<file path="config.mk">
export PLATFORM = sky130hd
export DESIGN_NAME = issue_ctrl
export DESIGN_NICKNAME = d
export VERILOG_FILES = /design/src/rtl/gemini_issue_pkg.sv /design/src/rtl/md_busy_timer.sv /design/src/rtl/issue_ctrl.sv
export SDC_FILE = /design/constraint.sdc
export NUM_CORES = 1
export LEC_CHECK = 0
export BUFFER_PORTS_ARGS = -buffer_cell sky130_fd_sc_hd__buf_2
export CAP_MARGIN = 0
export CORE_ASPECT_RATIO = 0.75
export CORE_UTILIZATION = 48
export DETAILED_ROUTE_END_ITERATION = 10
export PLACE_DENSITY = 0.76
export SYNTH_ARGS = -nofsm -noshare
export SYNTH_HDL_FRONTEND = slang
export SYNTH_HIERARCHICAL = 1
export SYNTH_SLANG_ARGS = --single-unit
</file>
<file path="constraint.sdc">
create_clock -name clk -period 6.1 [get_ports clk]
set_input_delay 0.915 -clock clk [delete_from_list [all_inputs] [get_ports clk]]
set_output_delay 0.915 -clock clk [all_outputs]
set_load 0.02 [all_outputs]
</file>
<file path="src/rtl/gemini_issue_pkg.sv">
// Shared definitions for the decode/issue stage: instruction class encoding and
// default multiply/divide occupancy latencies.
package gemini_issue_pkg;

  typedef enum logic [2:0] {
    ClsAlu    = 3'd0,
    ClsLoad   = 3'd1,
    ClsStore  = 3'd2,
    ClsBranch = 3'd3,
    ClsMuldiv = 3'd4,
    ClsHiloRd = 3'd5,
    ClsPriv   = 3'd6
  } insn_class_e;

  localparam int unsigned DefaultDivCycles = 32;
  localparam int unsigned DefaultMulCycles = 2;

endpackage

</file>
<file path="src/rtl/md_busy_timer.sv">
// HI/LO occupancy timer: after a start, busy stays high for exactly DIV_CYCLES or
// MUL_CYCLES cycles, then drops.
module md_busy_timer
  import gemini_issue_pkg::*;
#(
  parameter int unsigned DIV_CYCLES = DefaultDivCycles,
  parameter int unsigned MUL_CYCLES = DefaultMulCycles
) (
  input  logic clk,
  input  logic rst,
  input  logic start,
  input  logic is_div,
  output logic busy
);

  localparam int unsigned CntW = $clog2(DIV_CYCLES + 1);
  // The entry cycle counts as the first busy cycle, hence the minus one.
  localparam logic [CntW-1:0] DivLoad = CntW'(DIV_CYCLES - 1);
  localparam logic [CntW-1:0] MulLoad = CntW'(MUL_CYCLES - 1);

  typedef enum logic {StIdle, StBusy} state_e;

  state_e          state_q;
  logic [CntW-1:0] cnt_q;

  // FSM with down-counter; busy is registered alongside the state.
  always_ff @(posedge clk) begin
    if (rst) begin
      state_q <= StIdle;
      cnt_q   <= '0;
      busy    <= 1'b0;
    end else begin
      unique case (state_q)
        StIdle: begin
          if (start) begin
            cnt_q   <= is_div ? DivLoad : MulLoad;
            state_q <= StBusy;
            busy    <= 1'b1;
          end
        end
        StBusy: begin
          if (cnt_q == '0) begin
            state_q <= StIdle;
            busy    <= 1'b0;
          end else begin
            cnt_q <= cnt_q - CntW'(1);
          end
        end
        default: begin
          state_q <= StIdle;
          busy    <= 1'b0;
        end
      endcase
    end
  end

endmodule

</file>
<file path="src/rtl/issue_ctrl.sv">
// Dual-issue decision for the decoded pair: blocks only on load-use and HI/LO
// occupancy, restricts the second pipe to ALU, and counts hazard stall cycles.
module issue_ctrl
  import gemini_issue_pkg::*;
#(
  parameter int unsigned DIV_CYCLES = DefaultDivCycles,
  parameter int unsigned MUL_CYCLES = DefaultMulCycles
) (
  input  logic        clk,
  input  logic        rst,
  input  logic        flush,
  input  logic        ex_stall,
  input  logic        d0_valid,
  input  logic        d1_valid,
  input  logic [4:0]  d0_rs,
  input  logic [4:0]  d0_rt,
  input  logic [4:0]  d1_rs,
  input  logic [4:0]  d1_rt,
  input  logic        d0_rs_ren,
  input  logic        d0_rt_ren,
  input  logic        d1_rs_ren,
  input  logic        d1_rt_ren,
  input  logic        d0_wen,
  input  logic        d1_wen,
  input  logic [4:0]  d0_waddr,
  input  logic [4:0]  d1_waddr,
  input  insn_class_e d0_class,
  input  insn_class_e d1_class,
  input  logic        d0_is_div,
  input  logic        ex0_load,
  input  logic [4:0]  ex0_waddr,
  output logic        issue0,
  output logic        issue1,
  output logic        md_start,
  output logic        md_is_div,
  output logic        md_busy,
  output logic [31:0] stall_cnt
);

  logic loaduse0;
  logic loaduse1;
  logic raw10;
  logic hilo_block;
  logic stall_inc;

  // Slot-1 destination only matters for WAW, which forwarding priority resolves.
  logic unused_d1_dest;
  assign unused_d1_dest = ^{d1_wen, d1_waddr};

  // Hazard detection and issue decision; purely combinational, no added latency.
  always_comb begin
    loaduse0 = ex0_load & (ex0_waddr != 5'd0) &
               ((d0_rs_ren & (d0_rs == ex0_waddr)) | (d0_rt_ren & (d0_rt == ex0_waddr)));
    loaduse1 = ex0_load & (ex0_waddr != 5'd0) &
               ((d1_rs_ren & (d1_rs == ex0_waddr)) | (d1_rt_ren & (d1_rt == ex0_waddr)));
    raw10    = d0_wen & (d0_waddr != 5'd0) &
               ((d1_rs_ren & (d1_rs == d0_waddr)) | (d1_rt_ren & (d1_rt == d0_waddr)));
    hilo_block = md_busy & ((d0_class == ClsMuldiv) | (d0_class == ClsHiloRd));

    issue0 = d0_valid & ~flush & ~ex_stall & ~loaduse0 & ~hilo_block;
    issue1 = issue0 & d1_valid & (d1_class == ClsAlu) & ~raw10 & ~loaduse1 &
             (d0_class != ClsPriv);

    md_start  = issue0 & (d0_class == ClsMuldiv);
    md_is_div = md_start & d0_is_div;

    // ex_stall and flush cycles are not hazard stalls.
    stall_inc = d0_valid & ~flush & ~ex_stall & ~issue0;
  end

  md_busy_timer #(
    .DIV_CYCLES (DIV_CYCLES),
    .MUL_CYCLES (MUL_CYCLES)
  ) u_md_busy_timer (
    .clk    (clk),
    .rst    (rst),
    .start  (md_start),
    .is_div (d0_is_div),
    .busy   (md_busy)
  );

  // Saturating hazard-stall performance counter.
  always_ff @(posedge clk) begin
    if (rst) begin
      stall_cnt <= '0;
    end else if (stall_inc && (stall_cnt != 32'hFFFF_FFFF)) begin
      stall_cnt <= stall_cnt + 32'd1;
    end
  end

endmodule

</file>
# Yosys cells after proc, flatten, opt, wreduce, memory -nomap -nowiden
# Index checks and enable logic that the tools add are counted.
[word_totals]
reg_bits = 40
elab_cells = 72
input_bits = 55
output_inout_bits = 37
[classes]
mux = 10
addsub = 2
n_reduce_logical = 7
n_eq_ne = 13
bitwise = 36
[ops]
columns = ["cell", "n"]
rows = [
  ["$add 32x1->32 const B", 1],
  ["$ne 32x32->1 const B", 1],
  ["$eq 5x5->1", 6],
  ["$and 1x1->1", 24],
  ["$mux 6", 2],
  ["$pmux 6 s2", 1],
  ["$reduce_bool 5->1", 2],
  ["$not 1->1", 8],
  ["$eq 3x3->1 const B", 2],
  ["$logic_not 6->1", 1],
  ["$ne 2x2->1 const B", 3],
  ["$sub 6x1->6 const B", 1],
  ["$mux 5", 1],
  ["$mux 1", 4],
  ["$or 1x1->1", 4],
  ["$pmux 1 s2", 2],
  ["$reduce_and 2->1", 2],
  ["$logic_not 3->1", 1],
  ["$ne 3x3->1 const B", 1],
  ["$logic_and 1x1->1", 1],
]

# Logic depth before layout (Yosys ltp)
# Gate-level depths: netlist of the first run.
[depth]
ltp_word = 12
depth_mapped = 10
ltp_nobuf = 9

# Hierarchy
# The synthesis of the first run kept the hierarchy.
[modules_own_cells]
columns = ["mod", "area_per_inst_um2", "cells_each", "instances"]
rows = [
  ["issue_ctrl", 2304.7, 280, 1],
  ["md_busy_timer", 471.7, 51, 1],
]

# Worst setup path before layout of the first run
# Ideal clock, no wire load.
[synth_path]
path_kind = "input-to-output"
startpoint = "in ex0_waddr[1]"
endpoint = "out md_start"
n_path_buf = 1
arrival_ns = 2.844
path_stages = 6
required_ns = 5.185
setup_slack_ns = 2.341
path_cell_list = "buf_2 -> or4_1 -> o21a_1 -> a21oi_1 -> nand2_1 -> nor3_1"
[synth_between]
elab_chain_cells = 8
word_cells_on_any_way = 12
classes_between = "2 x eq/ne; 9 x bitwise; 1 x reduce/logical"
[synth_rtl]
columns = ["element", "line_no", "source"]
rows = [
  ["start: declaration", "issue_ctrl.sv:31", "input logic [4:0] ex0_waddr,"],
  ["$eq 5x5->1", "issue_ctrl.sv:53", "((d0_rs_ren & (d0_rs == ex0_waddr)) | (d0_rt_ren & (d0_rt == ex0_waddr)));"],
  ["$and 1x1->1", "issue_ctrl.sv:53", ""],
  ["$or 1x1->1", "issue_ctrl.sv:53", ""],
  ["$and 1x1->1 *", "issue_ctrl.sv:52", "loaduse0 = ex0_load & (ex0_waddr != 5'd0) &"],
  ["$not 1->1 *", "issue_ctrl.sv:60", "issue0 = d0_valid & ~flush & ~ex_stall & ~loaduse0 & ~hilo_block;"],
  ["$and 1x1->1 * (2 in a row)", "issue_ctrl.sv:60", ""],
  ["$and 1x1->1 *", "issue_ctrl.sv:64", "md_start = issue0 & (d0_class == ClsMuldiv);"],
  ["end: declaration", "issue_ctrl.sv:34", "output logic md_start,"],
]
# Mark *: on every way between the ends. The rest lies on a longest branch, timed or not.

# Final worst setup path of the first run
# Same ends and word-level chain as after synthesis.

==> results of run 1 <==
final cells by class:
type,instances,share of cell area (%)
Multi-Input combinational cell,257,55.6
Inverter,7,0.816
Tap cell,75,2.91
Clock buffer,6,2.25
Sequential cell,40,24.9
Timing Repair Buffer,86,13.4
Clock inverter,1,0.155
state kept, by name (all words and copies together) (netlist names):
register / count
stall_cnt: 32
u_md_busy_timer/cnt_q: 6
u_md_busy_timer/state_q: 1
u_md_busy_timer/busy: 1
worst max path at each step:
stage	cells past startpoint	startpoint	end
final	7	ex0_waddr[1]	md_start
after global routing	7	ex0_waddr[1]	md_start
after CTS	7	ex0_waddr[1]	md_start
after detailed placement	7	ex0_waddr[1]	md_start
after global placement	7	ex0_waddr[1]	md_start
after floorplan	6	ex0_waddr[1]	md_start
cell families (layout without fill, tap and decap cells):
| group | after synthesis | after routing | share of synthesized area (%) |
|---|---|---|---|
| and+or+nand+nor | 136 | 136 | 30.2 |
| AOI/OAI and AO/OA | 80 | 80 | 19.7 |
| DFF | 40 | 40 | 28.8 |
| buffers and inverters | 34 | 100 | 6.67 |
| xor gates and xnor gates | 31 | 31 | 9.78 |
| muxes | 7 | 7 | 3.47 |
| adders and majority gates | 3 | 3 | 1.35 |
worst max-delay path: cells and delay by family:
kind | cells | cell delay (ns)
buffers and inverters | 2 | 0.42
AO/OA/AOI/OAI | 2 | 0.41
AND/OR/NAND/NOR | 3 | 1.27
cell usage after synthesis (4+ instances only):
| library cell | n |
|---|---|
| mux2_4 | 5 |
| xnor2_1 | 15 |
| or3_1 | 4 |
| dfxtp_1 | 40 |
| o31ai_1 | 20 |
| nand3_1 | 22 |
| and4_1 | 7 |
| clkbuf_1 | 13 |
| nor4_1 | 8 |
| buf_6 | 6 |
| a21oi_1 | 31 |
| o21ai_0 | 6 |
| and3_1 | 9 |
| nand2_1 | 11 |
| or4_1 | 22 |
| buf_2 | 7 |
| nor3_1 | 6 |
| nand4_1 | 12 |
| nand2b_1 | 4 |
| nor2_1 | 10 |
| xor2_1 | 16 |
| inv_1 | 7 |
| nor2b_1 | 8 |
layer usage:
metal | global-route usage, % | vias up
li1 | - | 1395
met1 | 29.9 | 1302
met2 | 41.3 | 93
met3 | 6.11 | 8
met4 | 7.17 | 0
met5 | 0 | -
power breakdown:
part / switching, mW / leakage [nW] / internal, mW / total (mW)
Combinational: 0.0313 / 0.901 / 0.0289 / 0.0602
Sequential: 0.00151 / 0.322 / 0.262 / 0.263
Clock: 0.0911 / 0.0410 / 0.0779 / 0.169
Total: 0.124 / 1.26 / 0.369 / 0.492
metrics by stage:
stage               setup WS (ns)  hold slack, ns  std cells
floorplan                    2.34           0.476        331
global placement             2.20           0.478        465
detailed placement           2.15           0.486        465
CTS                          2.14           0.498        472
global route                 1.99           0.513        472
finish                       2.16           0.494        472
==> summary.md, run 1 <==
| Metric | Value |
|---|---|
| Area share of the largest cell type after synthesis | 28.8% |
| Critical path's largest stage delay | roughly 0.6 ns |
| Final count of pins violating max slew | 0 |
| Cell area after layout | 3220 sq um |
| CP Class | input port to primary output |
| Cts hold-fix bufs | 0 |
| Mapped Cells | 331 |
| Mapped cell area | 2780 sq um |
| Peak Freq | roughly 250 MHz |
| Num CTS Buffers | 5 |
| Share of async-settable or async-resettable flops after synthesis | 0% |
| DP Area | 3140 sq um |
| Hold crit path type | flip-flop to flip-flop |
| Setup_tns | 0 ns |
| Fraction of layout cells with a size suffix above 1 | between 20% and 30% |
| Area growth syn-to-layout | 16.0% |
| Fillcell total | 514 |
| Register area | around 800 sq um |
| Reg2Reg Capture Point | stall_cnt[8] |
| # IOs | a little over 90 |
| Metal3 WL | 440 um |
| Number of global-route vias before repair | 2509 |
| Critical Path RT | slightly above 5 ns |
| PwrDens | 153 nW/um^2 |
| # diodes | 0 |
| Critical Path Fanout Max | 6 |
| Worst hold endpoint | stall_cnt[9] |
| Largest net degree at the start of global routing | 55 |
| DIE HEIGHT | 67.9 um |
| RSZ-0062 raised after global routing | no |
| Final nets | 455 |
| Worst r2r path cells | 7 |
| Routed via count | 2798 |
| Final Skew | 0.00783 ns |
| Worst VDD drop | 0.0972 mV |
| Worst Max-Slew Pin Slew | roughly 1.1 ns |
| TritonRoute pass-1 iters | 4 |
| I/O Buffers | between 80 and 90 |
| Worst-path clk slew | ~0.080 ns |
| Worst rel slew slack | 23.3% |
| Root buffer cell | clkbuf_8 |
| Cell Chain, Critical Path | buf_2, or4_1, o21a_1, a21oi_1, nand2_1, nor3_1, buf_2 |
| Setup crit end kind | primary output |
| Average wire per standard cell | roughly 15 um |
| Status | completed |
| Syn nets | 389 |
| DRC | 0 |
| Hold depth | 2 |
| DP Wirelength | 5030 um |
| Sequential share of the synthesized area | around 29% |
| Most common cell after layout, fill and taps aside | buf_2 |
| Die area | 6100 sq um |
| Routability Congestion | 0.891 |
| DR iter-0 viols | 157 |
| Min-Delay Startpoint | stall_cnt[9] |
| Die W | 89.8 um |
| Initial Utilization | 50.8% |
| Final hold vios | 0 |
| # H-tree levels | 2 |
| Core area | 5470 sq um |
| Routed Antenna Nets | 0 |
| Syn_area_per_cell | 8.39 sq um |
| Most frequent cells in the layout | buf_2, dfxtp_1, a21oi_1, or4_1, nand3_1 |
| EDFF count, synth | 0 |
| Row Count | 23 |
| Synthesis Warnings | 6 |
| Final critical-path required period | between 3 and 4 ns |
| Overflow after GRT | 0 |
| Yosys cell types | 53 |
| Post-CTS setup buffers | 0 |
| Area of the multi-input gates | 1790 sq um |
| Final setup fails | 0 |
| Uppermost routed layer | met4 |
| Met1 WL | 3260 um |
| TritonCTS clock tree | built |
| Final worst-path cycle share | 64.6% |
| MaxCap Viol Count | 0 |
| Most used DFF post-synth | dfxtp_1 |
| Antenna violations before repair | 0 |
| CP Data Arrival Time | 3.03 ns |
| CP startpoint kind | input port |
| Crit-path slowest cell | nor3_1 |
| Worst r2r src | stall_cnt[0] |
| Clock Latency Late Sink | about 0.29 ns |
| GR Util All Layers | 23.9% |
| Post_cts resized | 0 |
| R2r setup slk | roughly 3.4 ns |
| Post-route total power | ~490 uW |
| First-pass GRT wire length | roughly 12000 um |
| Clock Sinks | 40 |
| Fin util | between 50% and 60% |
| Met2 WL | approximately 3300 um |
| Critical path's most frequent cell | buf_2 |
| Vias per cell | just under 6 |
| Main area contributors after synthesis | dfxtp_1, or4_1, a21oi_1 |
| Leading area contributor after synthesis | dfxtp_1 |
| Register bit total from synthesis | 40 |
| Clock buffer depth | 2 |
| Final WL | 7050 um |
| Static Leak | between 1 and 1.5 nW |
No activity file was read; power rests on OpenSTA's default activity.
==> inputs of run 2 (changes only) <==
Settings changed: ABC_AREA set to 1, PLACE_DENSITY 0.76 to 0.77.
Clock period 6.1 ns to 3.3 ns, I/O delays scaled along.
==> run 2 against run 1 <==
Effect of this change:
- the run now ends with DRC left
- flip-flop and latch count unchanged
- wire length rose by 31%
- setup slack worse by 1.2 ns
- largest cell class unchanged
- clock power grew to 2.6 times the previous value
- largest power group unchanged
==> summary.md, run 2 <==
| Metric | Value |
|---|---|
| Status | complete, but fails checks |
| Failing checks | DRC |
| Final nets | 713 (+57%) |
| Mapped Cells | 575 (+74%) |
| # IOs | 92 (unchanged) |
| Setup crit end kind | primary output |
| Complex-gate fraction of the synthesized area | 7.78% (-12 points) |
| DRC | 5 (+5) |
| Count leader, synth | nand2_1 |
| Share of async-settable or async-resettable flops after synthesis | 0% (unchanged) |
| Yosys cell types | 34 (-36%) |
| Clock Sinks | 40 (unchanged) |
| Post-synthesis mux area share | 0% (-3.5 points) |
| Static Leak | 2.00 nW (+59%) |
| Largest family of logic cells by synthesized area | simple AND/OR/NAND/NOR gates |
| Cell Chain, Critical Path | buf_2, inv_1, nand2_1, nand2_1, nor2_1, nand3_1, nand2_1, nand2_1, nand2_2, buf_4, inv_1, buf_2 |
| First-pass GRT wire length | 15000 um (+28%) |
| Root buffer cell | clkbuf_8 |
| Average wire per standard cell | 12.5 um (-16%) |
| CP Class | input port to primary output |
| Core area | 6510 sq um (+19%) |
| DP Wirelength | 6920 um (+38%) |
| Post_cts resized | 0 (unchanged) |
| Setup ws final | 0.998 ns (-1.16 ns) |
| Routed Antenna Nets | 0 (unchanged) |
| GR Util All Layers | 25.6% (+1.7 points) |
| Final cell count without fillers | 737 (+56%) |
| Critical Path Fanout Max | 18 (+12) |
| Routed via count | 3907 (+40%) |
| Row Count | 25 (+8.7%) |
| Final setup fails | 0 (unchanged) |
| Clock group share of total power | 40.9% (+6.6 points) |
| Final worst-path cycle share | a little over two thirds |
| Register bit total from synthesis | 40 (unchanged) |
| Worst VDD drop | 0.200 mV (+110%) |
| Antenna violations before repair | 0 (unchanged) |
| Die W | 98.4 um (+9.6%) |
| Num CTS Buffers | 5 (unchanged) |
| Synth Area in Simple Gates | 50.7% (+21 points) |
| Die area | 7310 sq um (+20%) |
| Final WL | 9230 um (+31%) |
| Routability Congestion | 0.913 (+2.5%) |
| # H-tree levels | 2 (unchanged) |
| Most common cell after layout, fill and taps aside | nand2_1 |
| Most frequent cells in the layout | nand2_1, nor2_1, buf_2, inv_1, dfxtp_1 |
| EDFF count, synth | 0 (unchanged) |
| Hold crit path type | flip-flop to flip-flop |
| Leading area contributor after synthesis | dfxtp_1 |
| Clock buffer depth | 2 (unchanged) |
| Peak Freq | roughly 430 MHz |
| TritonRoute pass-1 iters | 9 (+5) |
| Vias per cell | 5.30 (-11%) |
| Syn_area_per_cell | 5.82 sq um (-31%) |
| Hold_ws | 0.500 ns (+0.00528 ns) |
| Synthesis Warnings | 6 (unchanged) |
| Worst Max-Slew Pin Slew | 0.554 ns (-0.592 ns) |
| Final count of pins violating max slew | 0 (unchanged) |
| Seq pwr share | 45.7% (-7.8 points) |
| Clock Latency Late Sink | 0.31 ns (+0.02 ns) |
| # diodes | 0 (unchanged) |
| TritonCTS clock tree | built |
| Critical path's largest stage delay | 0.26 ns (-0.34 ns) |
| Largest Register | stall_cnt |
| Final hold vios | 0 (unchanged) |
| Adder-cell area share of the yosys netlist | 1.12% (-0.23 points) |
| Main area contributors after synthesis | dfxtp_1, nand2_1, nor2_1 |
| Crit-path slowest cell | buf_4 |
| Synth top cells by count | nand2_1, nor2_1, inv_1 |
| Fin util | 60.3% (+1.3 points) |
| Final critical-path required period | 2.30 ns |
| Largest net degree at the start of global routing | 30 (-45%) |
| Setup_tns | 0 ns (unchanged) |
| Sw frac | 26.2% (+1.1 points) |
| Area share of the largest cell type after synthesis | 23.9% (-4.9 points) |
| Part of the power in combinational logic | 13.4% (+1.2 points) |
| I/O Buffers | 85 (unchanged) |
| Top Registers | stall_cnt: 32 flops, u_md_busy_timer/cnt_q: 6 flops |
| Final Skew | 0.0118 ns (+0.00395 ns) |
| Cts hold-fix bufs | 0 (unchanged) |
| DR iter-0 viols | 313 (+99%) |
| MaxCap Viol Count | 0 (unchanged) |
| Fraction of layout cells with a size suffix above 1 | 19.4% (-7.8 points) |
| Place WS | 1.01 ns (-1.13 ns) |
| CP startpoint kind | input port |
| Initial Utilization | 51.4% (+0.65 points) |
| Critical Path RT | 2.80 ns (-2.38 ns) |
| Critical path's most frequent cell | nand2_1 |
| Pint | 785 uW (+110%) |
| DIE HEIGHT | 74.3 um (+9.5%) |
| CP Data Arrival Time | 1.81 ns (-1.22 ns) |
| Mapped cell area | 3350 sq um (+21%) |
| Placed insts | 729 (+57%) |
| Largest register FFs | 32 (unchanged) |
| Sequential share of the synthesized area | 23.9% (-4.9 points) |
| Worst-path clk slew | 0.07 ns (about the same) |
| PwrDens | 271 nW/um^2 (+78%) |
| Post-CTS setup buffers | 0 (unchanged) |
| Worst rel slew slack | 63.0% (+40 points) |
| Number of global-route vias before repair | 3219 (+28%) |
| RSZ-0062 raised after global routing | no |
| Syn nets | 633 (+63%) |
| Area growth syn-to-layout | 17.2% |
| Net switching power | 279 uW (+130%) |
| XOR/XNOR Fraction of Synth Area | 3.40% (-6.4 points) |
| Most used DFF post-synth | dfxtp_1 |
| Overflow after GRT | 0 (unchanged) |
-- run 2: cell type report --
type / instances / area, sq um
clock buffer: 6 / 82.6
clock inverter: 2 / 38.8
fill: 647 / 2580
inverter: 89 / 334
multi-input combinational: 430 / 2110
sequential: 40 / 801
tap: 81 / 101
timing repair buffer: 89 / 455
-- run 2: per-layer routing --
| metal | part of all wire (%) | GRT usage, % | routed length [um] | vias to the layer above |
|---|---|---|---|---|
| met5 | 0 | 0 | 0 | - |
| met4 | 1.2 | 6.97 | 112 | 0 |
| met3 | 8.5 | 4.61 | 786 | 18 |
| met2 | 43 | 40.1 | 3980 | 172 |
| met1 | 47 | 36.4 | 4350 | 1721 |
| li1 | - | - | - | 1996 |
-- run 2: path summary, 6_finish.rpt --
path	from	to	slack, ns	cells past startpoint
max	ex0_waddr[3]	issue0	1.0	12
min	u_md_busy_timer/busy	u_md_busy_timer/busy	0.50	2
max reg2reg	stall_cnt[1]	stall_cnt[26]	1.22	9
min reg2reg	u_md_busy_timer/busy	u_md_busy_timer/busy	0.50	2
-- run 2: metrics by stage --
step	total power, mW	instance area [sq um]
2_1_floorplan	0.581	3350
3_3_place_gp	0.636	3800
3_5_place_dp	0.638	3800
4_1_cts	1.07	3920
5_1_grt	1.11	3920
6_report	1.06	3920
-- run 2: cells by family after synthesis --
family / after synthesis
adder cells (fa/ha/maj): 3
flip-flops: 40
buffers and inverters: 105
AND/OR/NAND/NOR: 366
XOR/XNOR: 13
AO/OA/AOI/OAI: 48
-- run 2: worst max-delay path: cells and delay by family --
kind	cells	cell delay, ns
buffers and inverters	5	0.68
and+or+nand+nor	7	0.61
-- run 2: power by group through the flow --
stage          Clock, mW  Combinational [mW]  Sequential, mW
6_report           0.435               0.143           0.486
4_1_cts            0.448               0.142           0.486
2_1_floorplan          0              0.0833           0.498
3_3_place_gp           0               0.139           0.497
5_1_grt            0.468               0.160           0.486
3_5_place_dp           0               0.141           0.497
==> inputs of run 3 (changes only) <==
Settings changed: PLACE_DENSITY 0.77 to 0.74.
Clock period 3.3 ns to 2.12 ns, I/O delays scaled along.
==> run 3 against run 2 <==
Effect of this change:
- the flow now finishes without violations
- sequential share of layout area decreased by 0.45 points
- design area up 2.3%
- first-iteration DRC count decreased by 3.2%
- global-route usage rose by 1.3 points
- combinational power increased by 61%
- register-to-register slack got worse by 1.1 ns
- cell count rose by 1.1%
- flip-flop and latch count did not move
- setup slack worse by 0.84 ns
==> summary.md, run 3 (synthesis gave the netlist of run 2 again) <==
| Metric | Value |
|---|---|
| Area growth syn-to-layout | 19.9% |
| Average wire per standard cell | 13.2 um (+5.1%) |
| TritonRoute pass-1 iters | 7 (-2) |
| Overflow after GRT | 0 (unchanged) |
| Clock Latency Late Sink | 0.31 ns (about the same) |
| Die W | 98.4 um (unchanged) |
| Hold depth | 2 (unchanged) |
| R2r setup slk | 0.16 ns (-1.06 ns) |
| Final hold vios | 0 (unchanged) |
| Routability Congestion | 0.917 (+0.41%) |
| I/O Buffers | 85 (unchanged) |
| Antenna violations before repair | 0 (unchanged) |
| Critical path's largest stage delay | 0.24 ns (-0.02 ns) |
| # IOs | 92 (unchanged) |
| Top Registers | stall_cnt: 32 flops, u_md_busy_timer/cnt_q: 6 flops |
| Number of global-route vias before repair | 3466 (+7.7%) |
| Area of the multi-input gates | 2130 sq um (+1.2%) |
| Final nets | 721 (+1.1%) |
| Clock group share of total power | 40.5% (-0.4 points) |
| Most frequent cells in the layout | nand2_1, nor2_1, buf_2, inv_1, dfxtp_1 |
| Vias per cell | 5.33 (+0.60%) |
| Critical path's most frequent cell | inv_1 |
| Crit-path slowest cell | o21ai_0 |
| Setup crit start | ex0_waddr[3] |
| Setup_tns | 0 ns (unchanged) |
| Worst-path clk slew | 0.09 ns (+0.02 ns) |
| PwrDens | 414 nW/um^2 (+52%) |
| Net switching power | 463 uW (+66%) |
| Most common cell after layout, fill and taps aside | nand2_1 |
| Cts hold-fix bufs | 0 (unchanged) |
| Routed via count | 3973 (+1.7%) |
| Seq pwr share | 45.6% (about the same) |
| Core area | 6510 sq um (unchanged) |
| Critical Path Fanout Max | 49 (+31) |
| Critical Path RT | 1.80 ns (-1.00 ns) |
| Largest register FFs | 32 (unchanged) |
| Largest Register | stall_cnt |
| TritonCTS clock tree | built |
| Worst Max-Slew Pin Slew | 0.433 ns (-0.122 ns) |
| Final count of pins violating max slew | 0 (unchanged) |
| Initial Utilization | 51.4% (unchanged) |
| Worst r2r path cells | 12 (+3) |
| CP Data Arrival Time | 1.64 ns (-0.17 ns) |
| Routed Antenna Nets | 0 (unchanged) |
| Peak Freq | 510 MHz |
| Fraction of layout cells with a size suffix above 1 | 20.5% (+1.1 points) |
| Worst VDD drop | 0.285 mV (+42%) |
| DIE HEIGHT | 74.3 um (unchanged) |
| Worst rel slew slack | 70.4% (+7.4 points) |
| Root buffer cell | clkbuf_8 |
| End of the critical path | issue0 |
| Pint | 1.20 mW (+52%) |
| Sw frac | 27.9% (+1.7 points) |
| # diodes | 0 (unchanged) |
| Largest net degree at the start of global routing | 49 (+63%) |
| DR iter-0 viols | 303 (-3.2%) |
| Die area | 7310 sq um (unchanged) |
| Final critical-path required period | 1.96 ns |
| Final worst-path cycle share | between 90 and 100% |
| Fin util | 61.6% (+1.4 points) |
| Row Count | 25 (unchanged) |
| CP Class | input port to primary output |
| Num CTS Buffers | 5 (unchanged) |
| Static Leak | 2.04 nW (+1.6%) |
| Register area | 801 sq um (unchanged) |
| MaxCap Viol Count | 0 (unchanged) |
| Status | completed |
| Worst r2r src | stall_cnt[0] |
| Clock Sinks | 40 (unchanged) |
| Hold crit path type | input port to flip-flop |
| Cell Chain, Critical Path | buf_2, inv_1, nand4_1, o21ai_0, inv_1, nand2_1, nand2_2, buf_12, inv_1, buf_2 |
| Part of the power in combinational logic | 13.9% (+0.5 points) |
| Final setup fails | 0 (unchanged) |
| DRC | 0 (-5) |
| Final WL | 9810 um (+6.3%) |
| GR Util All Layers | 26.9% (+1.3 points) |
| Fillcell total | 675 (+4.3%) |
| DP Wirelength | 7060 um (+2.1%) |
| Setup crit end kind | primary output |
| Reg2Reg Capture Point | stall_cnt[22] |
| Final Skew | 0.00515 ns (-0.00663 ns) |
| First-pass GRT wire length | 15900 um (+5.5%) |
| CP startpoint kind | input port |
| # H-tree levels | 2 (unchanged) |
| Clock buffer depth | 2 (unchanged) |
run 3: cell count changes in the layout (fill, tap and decap cells not counted), sizes merged:
cell      change
nand3         +2
clkbuf        -1
inv           +1
clkinvlp      +1
buf           +6
clkinv        -1
run 3: through the flow:
| step | hold WS [ns] | area, sq um | cells | total power, mW | worst slack [ns] |
|---|---|---|---|---|---|
| finish | 0.227 | 4010 | 745 | 1.66 | 0.159 |
| global route | 0.242 | 4010 | 745 | 1.72 | -0.00785 |
| CTS | 0.225 | 3970 | 741 | 1.66 | 0.0593 |
| detailed placement | 0.494 | 3850 | 733 | 0.998 | 0.123 |
| global placement | 0.479 | 3850 | 733 | 0.992 | 0.183 |
| floorplan | 0.387 | 3350 | 575 | 0.905 | 0.158 |
run 3: what timing repair did:
item,CTS,global route
resized for setup,0,1
setup buffers,0,2
setup endpoints to repair,0,21
run 3: worst min-delay path by stage:
stage,startpoint,endpoint,slack (ns)
after floorplan,rst,u_md_busy_timer/busy,0.39
final,rst,u_md_busy_timer/busy,0.23
after CTS,rst,u_md_busy_timer/busy,0.22
after global routing,rst,u_md_busy_timer/state_q,0.24
after detailed placement,u_md_busy_timer/busy,u_md_busy_timer/busy,0.49
after global placement,u_md_busy_timer/busy,u_md_busy_timer/busy,0.48
run 3: per-layer routing:
layer | share of wire (%) | track usage, % | wire length [um] | up-vias
met4 | 0.70 | 5.64 | 69 | 0
met5 | 0 | 0 | 0 | -
met3 | 8.5 | 3.85 | 834 | 9
li1 | - | - | - | 2010
met2 | 44 | 44.2 | 4320 | 163
met1 | 47 | 38.0 | 4590 | 1791
run 3: cell type report:
class                      instances  share of cell area, %
timing repair buffer              95                   13.1
clock inverter                     3                   1.15
multi-input combinational        432                   53.2
inverter                          89                   8.33
sequential                        40                   20.0
clock buffer                       5                   1.72
tap                               81                   2.53
run 3: power groups by stage:
stage               Combinational (mW)  Sequential, mW  Clock [mW]
finish                           0.230           0.756       0.672
global route                     0.257           0.757       0.704
CTS                              0.225           0.756       0.680
detailed placement               0.223           0.774           0
global placement                 0.219           0.774           0
floorplan                        0.130           0.775           0
run 3: critical path: cells and delay by family:
family | cells | cell delay (ns)
buffers and inverters | 6 | 0.79
AND/OR/NAND/NOR | 3 | 0.30
AO/OA/AOI/OAI | 1 | 0.24
